[src/rtl/overture_branch_seq.sv]
// overture_branch_seq: program-counter sequencer for the OVERTURE datapath.
// Issues one fetch at a time, waits for the program-memory response, and
// either advances the PC or loads the jump target for condition-class bytes
// whose condition holds. Also counts retired instructions and flags fetch
// timeouts (sticky until reset).
module overture_branch_seq #(
  parameter logic [7:0]  RESET_PC = 8'd0,
  parameter int unsigned TIMEOUT  = 16
) (
  input  logic        clk,
  input  logic        rst,
  input  logic        halt,
  input  logic        instr_valid,
  input  logic [7:0]  instr,
  input  logic [7:0]  reg_target,
  input  logic [7:0]  reg_cond,
  output logic        fetch_req,
  output logic [7:0]  fetch_addr,
  output logic [7:0]  pc,
  output logic        taken,
  output logic [15:0] retired,
  output logic        err
);

  localparam logic [1:0] S_FETCH = 2'd0;
  localparam logic [1:0] S_WAIT  = 2'd1;
  localparam logic [1:0] S_ERROR = 2'd2;

  // Last WAIT cycle (counted from 0) in which a response is still accepted.
  localparam logic [7:0] WAIT_LAST = 8'(TIMEOUT - 1);

  logic [1:0] state;
  logic [7:0] wait_cnt;
  logic       z_flag, n_flag, is_cond, cond_true;
  logic       unused_instr_bits;

  // Bits 5:3 carry no meaning for the sequencer.
  assign unused_instr_bits = ^instr[5:3];

  assign fetch_req  = (state == S_FETCH) && !halt;
  assign fetch_addr = pc;

  // Decode the condition code against the condition register flags.
  always_comb begin
    z_flag    = (reg_cond == 8'd0);
    n_flag    = reg_cond[7];
    is_cond   = (instr[7:6] == 2'b11);
    cond_true = 1'b0;
    case (instr[2:0])
      3'd0: cond_true = 1'b0;
      3'd1: cond_true = z_flag;
      3'd2: cond_true = n_flag;
      3'd3: cond_true = n_flag | z_flag;
      3'd4: cond_true = 1'b1;
      3'd5: cond_true = !z_flag;
      3'd6: cond_true = !n_flag;
      3'd7: cond_true = !n_flag & !z_flag;
      default: cond_true = 1'b0;
    endcase
  end

  // Sequencer state, PC update, retire count and timeout tracking.
  always_ff @(posedge clk) begin
    if (rst) begin
      state    <= S_FETCH;
      wait_cnt <= 8'd0;
      pc       <= RESET_PC;
      taken    <= 1'b0;
      retired  <= 16'd0;
      err      <= 1'b0;
    end else begin
      taken <= 1'b0;
      case (state)
        S_FETCH: begin
          if (!halt) begin
            state    <= S_WAIT;
            wait_cnt <= 8'd0;
          end
        end
        S_WAIT: begin
          if (instr_valid) begin
            state   <= S_FETCH;
            retired <= retired + 16'd1;
            if (is_cond && cond_true) begin
              pc    <= reg_target;
              taken <= 1'b1;
            end else begin
              pc <= pc + 8'd1;
            end
          end else if (wait_cnt == WAIT_LAST) begin
            state <= S_ERROR;
            err   <= 1'b1;
          end else begin
            wait_cnt <= wait_cnt + 8'd1;
          end
        end
        S_ERROR: begin
          err <= 1'b1;
        end
        default: begin
          // Unreachable encoding: park in the error state.
          state <= S_ERROR;
          err   <= 1'b1;
        end
      endcase
    end
  end

endmodule

[config.mk]
export PLATFORM = sky130hd
export DESIGN_NAME = overture_branch_seq
export DESIGN_NICKNAME = d
export VERILOG_FILES = /design/src/rtl/overture_branch_seq.sv
export SDC_FILE = /design/constraint.sdc
export NUM_CORES = 1
export LEC_CHECK = 0
export BUFFER_PORTS_ARGS = -buffer_cell sky130_fd_sc_hd__buf_2
export CAP_MARGIN = 20
export CORE_AREA = 2 2 46 91
export CTS_CLUSTER_SIZE = 12
export DETAILED_ROUTE_END_ITERATION = 8
export DIE_AREA = 0 0 48 93
export HOLD_SLACK_MARGIN = 0.1
export MAX_ROUTING_LAYER = met4
export PLACE_DENSITY = 0.77
export SLEW_MARGIN = 20
export SYNTH_ARGS = -nofsm -noshare
export SYNTH_HDL_FRONTEND = slang
export SYNTH_SLANG_ARGS = --single-unit
export TNS_END_PERCENT = 1
[constraint.sdc]
create_clock -name clk -period 2.2 [get_ports clk]
set_clock_uncertainty 0.05 [all_clocks]
set_input_delay 0.22 -clock clk [delete_from_list [all_inputs] [get_ports clk]]
set_output_delay 0.22 -clock clk [all_outputs]
set_load 0.03 [all_outputs]
-- After elaboration in Yosys (flattened, before gate mapping)
Cells that the tools add are included.
- add/sub/neg operators: 3
- $mul: 0
- divide/modulo/power cells: 0
- $lt $le $gt $ge: 0
- equal/unequal tests: 16
- shifts and indexed selects: 0
- mux-type cells: 14
- bitwise logic cells: 6
- reductions and logical operators: 14
- operators with widths (kind ; number):
    $mux 8 ; 4
    $add 16x1->16 const B ; 1
    $add 8x1->8 const B ; 2
    $pmux 8 s2 ; 1
    $eq 3x3->1 const B ; 4
    $eq 8x4->1 const B ; 1
    $logic_not 8->1 ; 1
    $ne 2x2->1 const B ; 4
    $pmux 1 s8 ; 1
    $eq 3x2->1 const B ; 2
    $mux 2 ; 3
    $pmux 2 s3 ; 1
    $reduce_and 3->1 ; 2
    $eq 2x2->1 const B ; 2
    $not 1->1 ; 4
    $reduce_and 4->1 ; 1
    $eq 3x1->1 const B ; 1
    $logic_not 1->1 ; 3
    $logic_not 3->1 ; 1
    $mux 1 ; 3
    $ne 3x3->1 const B ; 1
    $reduce_or 3->1 ; 1
    $eq 2x1->1 const B ; 1
    $logic_and 1x1->1 ; 2
    other kinds (6) ; 6
- flip-flop bits (word level): 36
- bits in latches: 0
- memory bits (writable): 0
- memory bits (read-only): 0
- bits of input ports: 28
- output and inout port bits: 35
- logic and storage cells: 59
- memories: 0

-- Depth between registers and ports, before layout
- depth after elaboration: 6
- mapped depth: 7
- gate-level depth less buffers: 6

-- Least setup slack after synthesis
No wires, ideal clock.
- path kind: register to register
- start: register retired[4]
- end: register retired[13]
- data arrival time: 1.673 ns
- required time: 2.079 ns
- setup slack: 0.406 ns
- cell stages (with the launch flop): 7
- path buffers: 1
- period minus slack after synthesis: 1.794 ns
- cell sequence: dfxtp_1 -> and4_1 -> and3_1 -> clkbuf_1 -> nand3_1 -> or3_1 -> a21oi_1
- longest elaborated chain between the ends: 1
- RTL lines (item ; RTL line ; text):
    from (decl) ; 21 ; output logic [15:0] retired,
    from (signal assigned) ; 83 ; retired <= retired + 16'd1;
    $add 16x1->16 ; 83 ;
No other way between the ends.
A chain may end at the register's enable or synchronous reset.

-- Final worst setup path
- start: register wait_cnt[0]
- end: register wait_cnt[6]
- longest elaborated chain between the ends: 4
- RTL lines (item ; RTL line ; text):
    from (decl) ; 33 ; logic [7:0] wait_cnt;
    from (signal assigned) ; 94 ; wait_cnt <= wait_cnt + 8'd1;
    $add 8x1->8 ; 94 ;
    $mux 8 ; 90 ; end else if (wait_cnt == WAIT_LAST) begin
    $mux 8 ; 81 ; if (instr_valid) begin
    $pmux 8 s2 ; 73 ; case (state)
Several ways; a longest one is shown, not always the timed one. The select of a mux whose other input is x is not followed.

==> flow_metrics.py <==
metrics = {
    "outcome": {
        "status": "complete, no violations",
    },
    "place": {
        "pre_cts_slack_ns": 0.324,
        "port_buffers": 59,
        "gp_congestion": 0.793,
        "dp_hpwl_um": 2990,
    },
    "setup_path": {
        "r2r-end": "wait_cnt[6]",
        "cp_slowest_cell": "or4_1",
        "end_kind": "flip-flop",
        "crit_required_ns": 2.37,
        "start_kind": "flip-flop",
        "ff2ff_setup_slack_ns": 0.35,
        "worstRegToRegCells": 6,
        "critPathBufInv": 0,
        "cp_max_fo": 15,
        "worst_path_dominant_cell_family": "simple AND/OR/NAND/NOR gates",
        "crit_type": "flip-flop to flip-flop",
        "arrival_ns": 2.02,
        "worst-path-stages": 6,
        "crit_chain": "ha_1 -> nand3_1 -> o21ai_1 -> a21o_2 -> or4_1 -> a21oi_1",
        "rr_startpoint": "wait_cnt[0]",
        "cpPeakStageDelay_ns": 0.48,
    },
    "cts": {
        "cts-root-buf": "clkbuf_8",
        "cts-htree-levels": 2,
        "clk_latency_ns": 0.28,
        "cts_buffers": 5,
        "cts_buffer_depth": 2,
        "cts_hold_buf": 0,
        "post_cts_resized": 0,
        "cts_tree": "yes",
        "cts_sinks": 36,
        "clkTransAtPathRegs_ns": 0.08,
        "post_cts_buffers": 0,
    },
    "timing": {
        "worst_slew_margin_rel": 0.553,
        "setup_viol": 0,
        "hold_ws_ns": 0.151,
        "fmax_mhz": 540,
        "rsz0062_at_grt": "false",
        "max_slew.worst_pin.slew_ns": 0.663,
        "layout_setup_ws_ns": 0.348,
        "tns_ns": 0,
        "hold_viol_final": 0,
        "fin_crit_ns": 1.85,
        "period_share": 0.842,
        "drv_slew": 0,
    },
    "logic_synthesis": {
        "synth-compound-area-share": 0.121,
        "synth_edf_count": 0,
        "synth.most_common_cell": "dfxtp_1",
        "synth_seq_cells": 36,
        "synth_common_cells": "dfxtp_1 (36), nor2_1 (27), nand2_1 (21)",
        "synthSimpleGateAreaFrac": 0.279,
        "synth_cell_types": 42,
        "syn_nets": 247,
        "yosysTopAreaCell": "dfxtp_1",
        "yosysWarnings": 0,
        "syn_area_um2": 1800,
        "synth-seq-area-share": 0.399,
        "netlist_top_cells_area": "dfxtp_1 (40%), xor2_1 (5.8%), nor2_1 (5.6%), nand2_1 (4.4%), buf_4 (4.2%)",
        "synth-main-ff-cell": "dfxtp_1",
        "synth-async-reset-ratio": 0,
        "syn_inst": 216,
        "muxShareOfSynthArea": 0.0430,
        "synth_xor_area_frac": 0.0680,
        "yosysTopAreaCellShare": 0.399,
        "synthAdderAreaFrac": 0.0208,
        "synth_top_family_by_area": "simple AND/OR/NAND/NOR gates",
        "synth_area_per_cell_um2": 8.35,
    },
    "power_and_ir_drop": {
        "ir_drop_mv": 0.386,
        "power_mw": 1.28,
        "power_density_nw_per_um2": 592,
        "p_leak_nw": 0.966,
    },
    "floorplan": {
        "coreArea_um2": 3800,
        "die_x_um": 48,
        "io_pins": 63,
        "die_h_um": 93,
        "die_area_um2": 4460,
        "floorplan.initialDensity": 0.474,
        "num_rows": 32,
    },
    "global_route": {
        "grt_overflow": 0,
        "globalRouteTotalUtil": 0.198,
        "grt_pass1_wl_um": 6500,
        "antenna_found_initial": 0,
        "grt_pass1_vias": 1653,
        "grt_max_degree": 27,
    },
    "final_layout": {
        "diodes": 0,
        "fin_nets": 298,
        "drive_gt1_frac": 0.272,
        "area_growth_pct": 19.6,
    },
    "route": {
        "drt_iter0_drc": 16,
        "vias": 1696,
        "drt_first_pass_iters": 4,
        "drc": 0,
        "drt-total-wl_um": 3880,
        "vias_per_cell": 5.32,
        "ant_nets": 0,
        "wl_per_cell_um": 12.2,
    },
    "min_path": {
        "hold_end": "fetch_addr[1]",
        "hold_path_startpoint": "reg_target[1]",
        "min_path_cells": 3,
        "hold_path_class": "input pin to flip-flop",
    },
    "run": {
        "max_cap_viol_count": 0,
    },
}
[logic make-up (layout without fill, tap and decap cells)]
logic type,Yosys count,count (layout)
AO/OA/AOI/OAI,36,36
XOR/XNOR,14,14
adder cells (fa/ha/maj),3,3
buffers and inverters,21,73
flip-flops,36,36
multiplexers,6,6
AND/OR/NAND/NOR,100,100
[cell usage in the layout (no fill, tap or decap), drive strengths merged, types with 2 or more instances in the layout]
cell    Yosys  final
a21oi      10     10
a31oi       4      4
and2        3      3
and3        6      6
and4        3      3
buf        12     61
clkbuf      5      5
clkinv      0      3
dfxtp      36     36
ha          3      3
inv         4      4
mux2i       5      5
nand2      21     21
nand3      13     13
nand4       5      5
nor2       27     27
nor2b       4      4
nor3        2      2
o21ai      13     13
or3         8      8
or4         2      2
xnor2       2      2
xor2       12     12
[how the worst max path moves through the flow]
stage / to / slack, ns / from
after detailed placement: fetch_addr[3] / 0.32 / reg_cond[4]
after floorplan: retired[13] / 0.41 / retired[4]
after global placement: fetch_addr[3] / 0.31 / reg_cond[4]
final: wait_cnt[6] / 0.35 / wait_cnt[0]
after CTS: wait_cnt[6] / 0.34 / wait_cnt[0]
after global routing: wait_cnt[6] / 0.25 / wait_cnt[0]
[worst register-to-register path, cell delays in order, from the launching register on]
cell and delay (ns):
dfxtp_1 0.33, ha_1 0.21, nand3_1 0.18, o21ai_1 0.10, a21o_2 0.30, or4_1 0.48, a21oi_1 0.14
[power by group]
group / total, mW / leakage (nW) / internal, mW / switching, mW
Sequential: 0.676 / 0.291 / 0.662 / 0.0142
Combinational: 0.142 / 0.627 / 0.0526 / 0.0898
Clock: 0.459 / 0.0479 / 0.220 / 0.238
[per-stage QoR]
step / util / instance area [µm²] / cells
CTS: 0.567 / 2160 / 319
detailed placement: 0.544 / 2070 / 311
finish: 0.567 / 2160 / 319
floorplan: - / 1800 / 216
global route: 0.567 / 2160 / 319
global placement: 0.544 / 2070 / 311
[flip-flops by register name (all words and copies together) (netlist names)]
signal	flops
retired	16
state	2
fetch_addr	8
taken	1
wait_cnt	8
err	1
[routing by layer]
| metal | vias up | global-route usage | wire length (µm) |
|---|---|---|---|
| met4 | 0 | 0.0968 | 64 |
| met5 | - | - | 0 |
| met2 | 49 | 0.348 | 2180 |
| met3 | 7 | 0.0367 | 180 |
| met1 | 789 | 0.190 | 1460 |
| li1 | 851 | - | - |
[layout make-up]
class	count	area [µm²]
tap	51	63.8
clock inverter	3	18.8
sequential	36	721
timing repair buffer	61	310
multi-input combinational	159	960
clock buffer	5	68.8
inverter	4	15.0
fill	373	1650
Power figures use the tool's default switching activity.
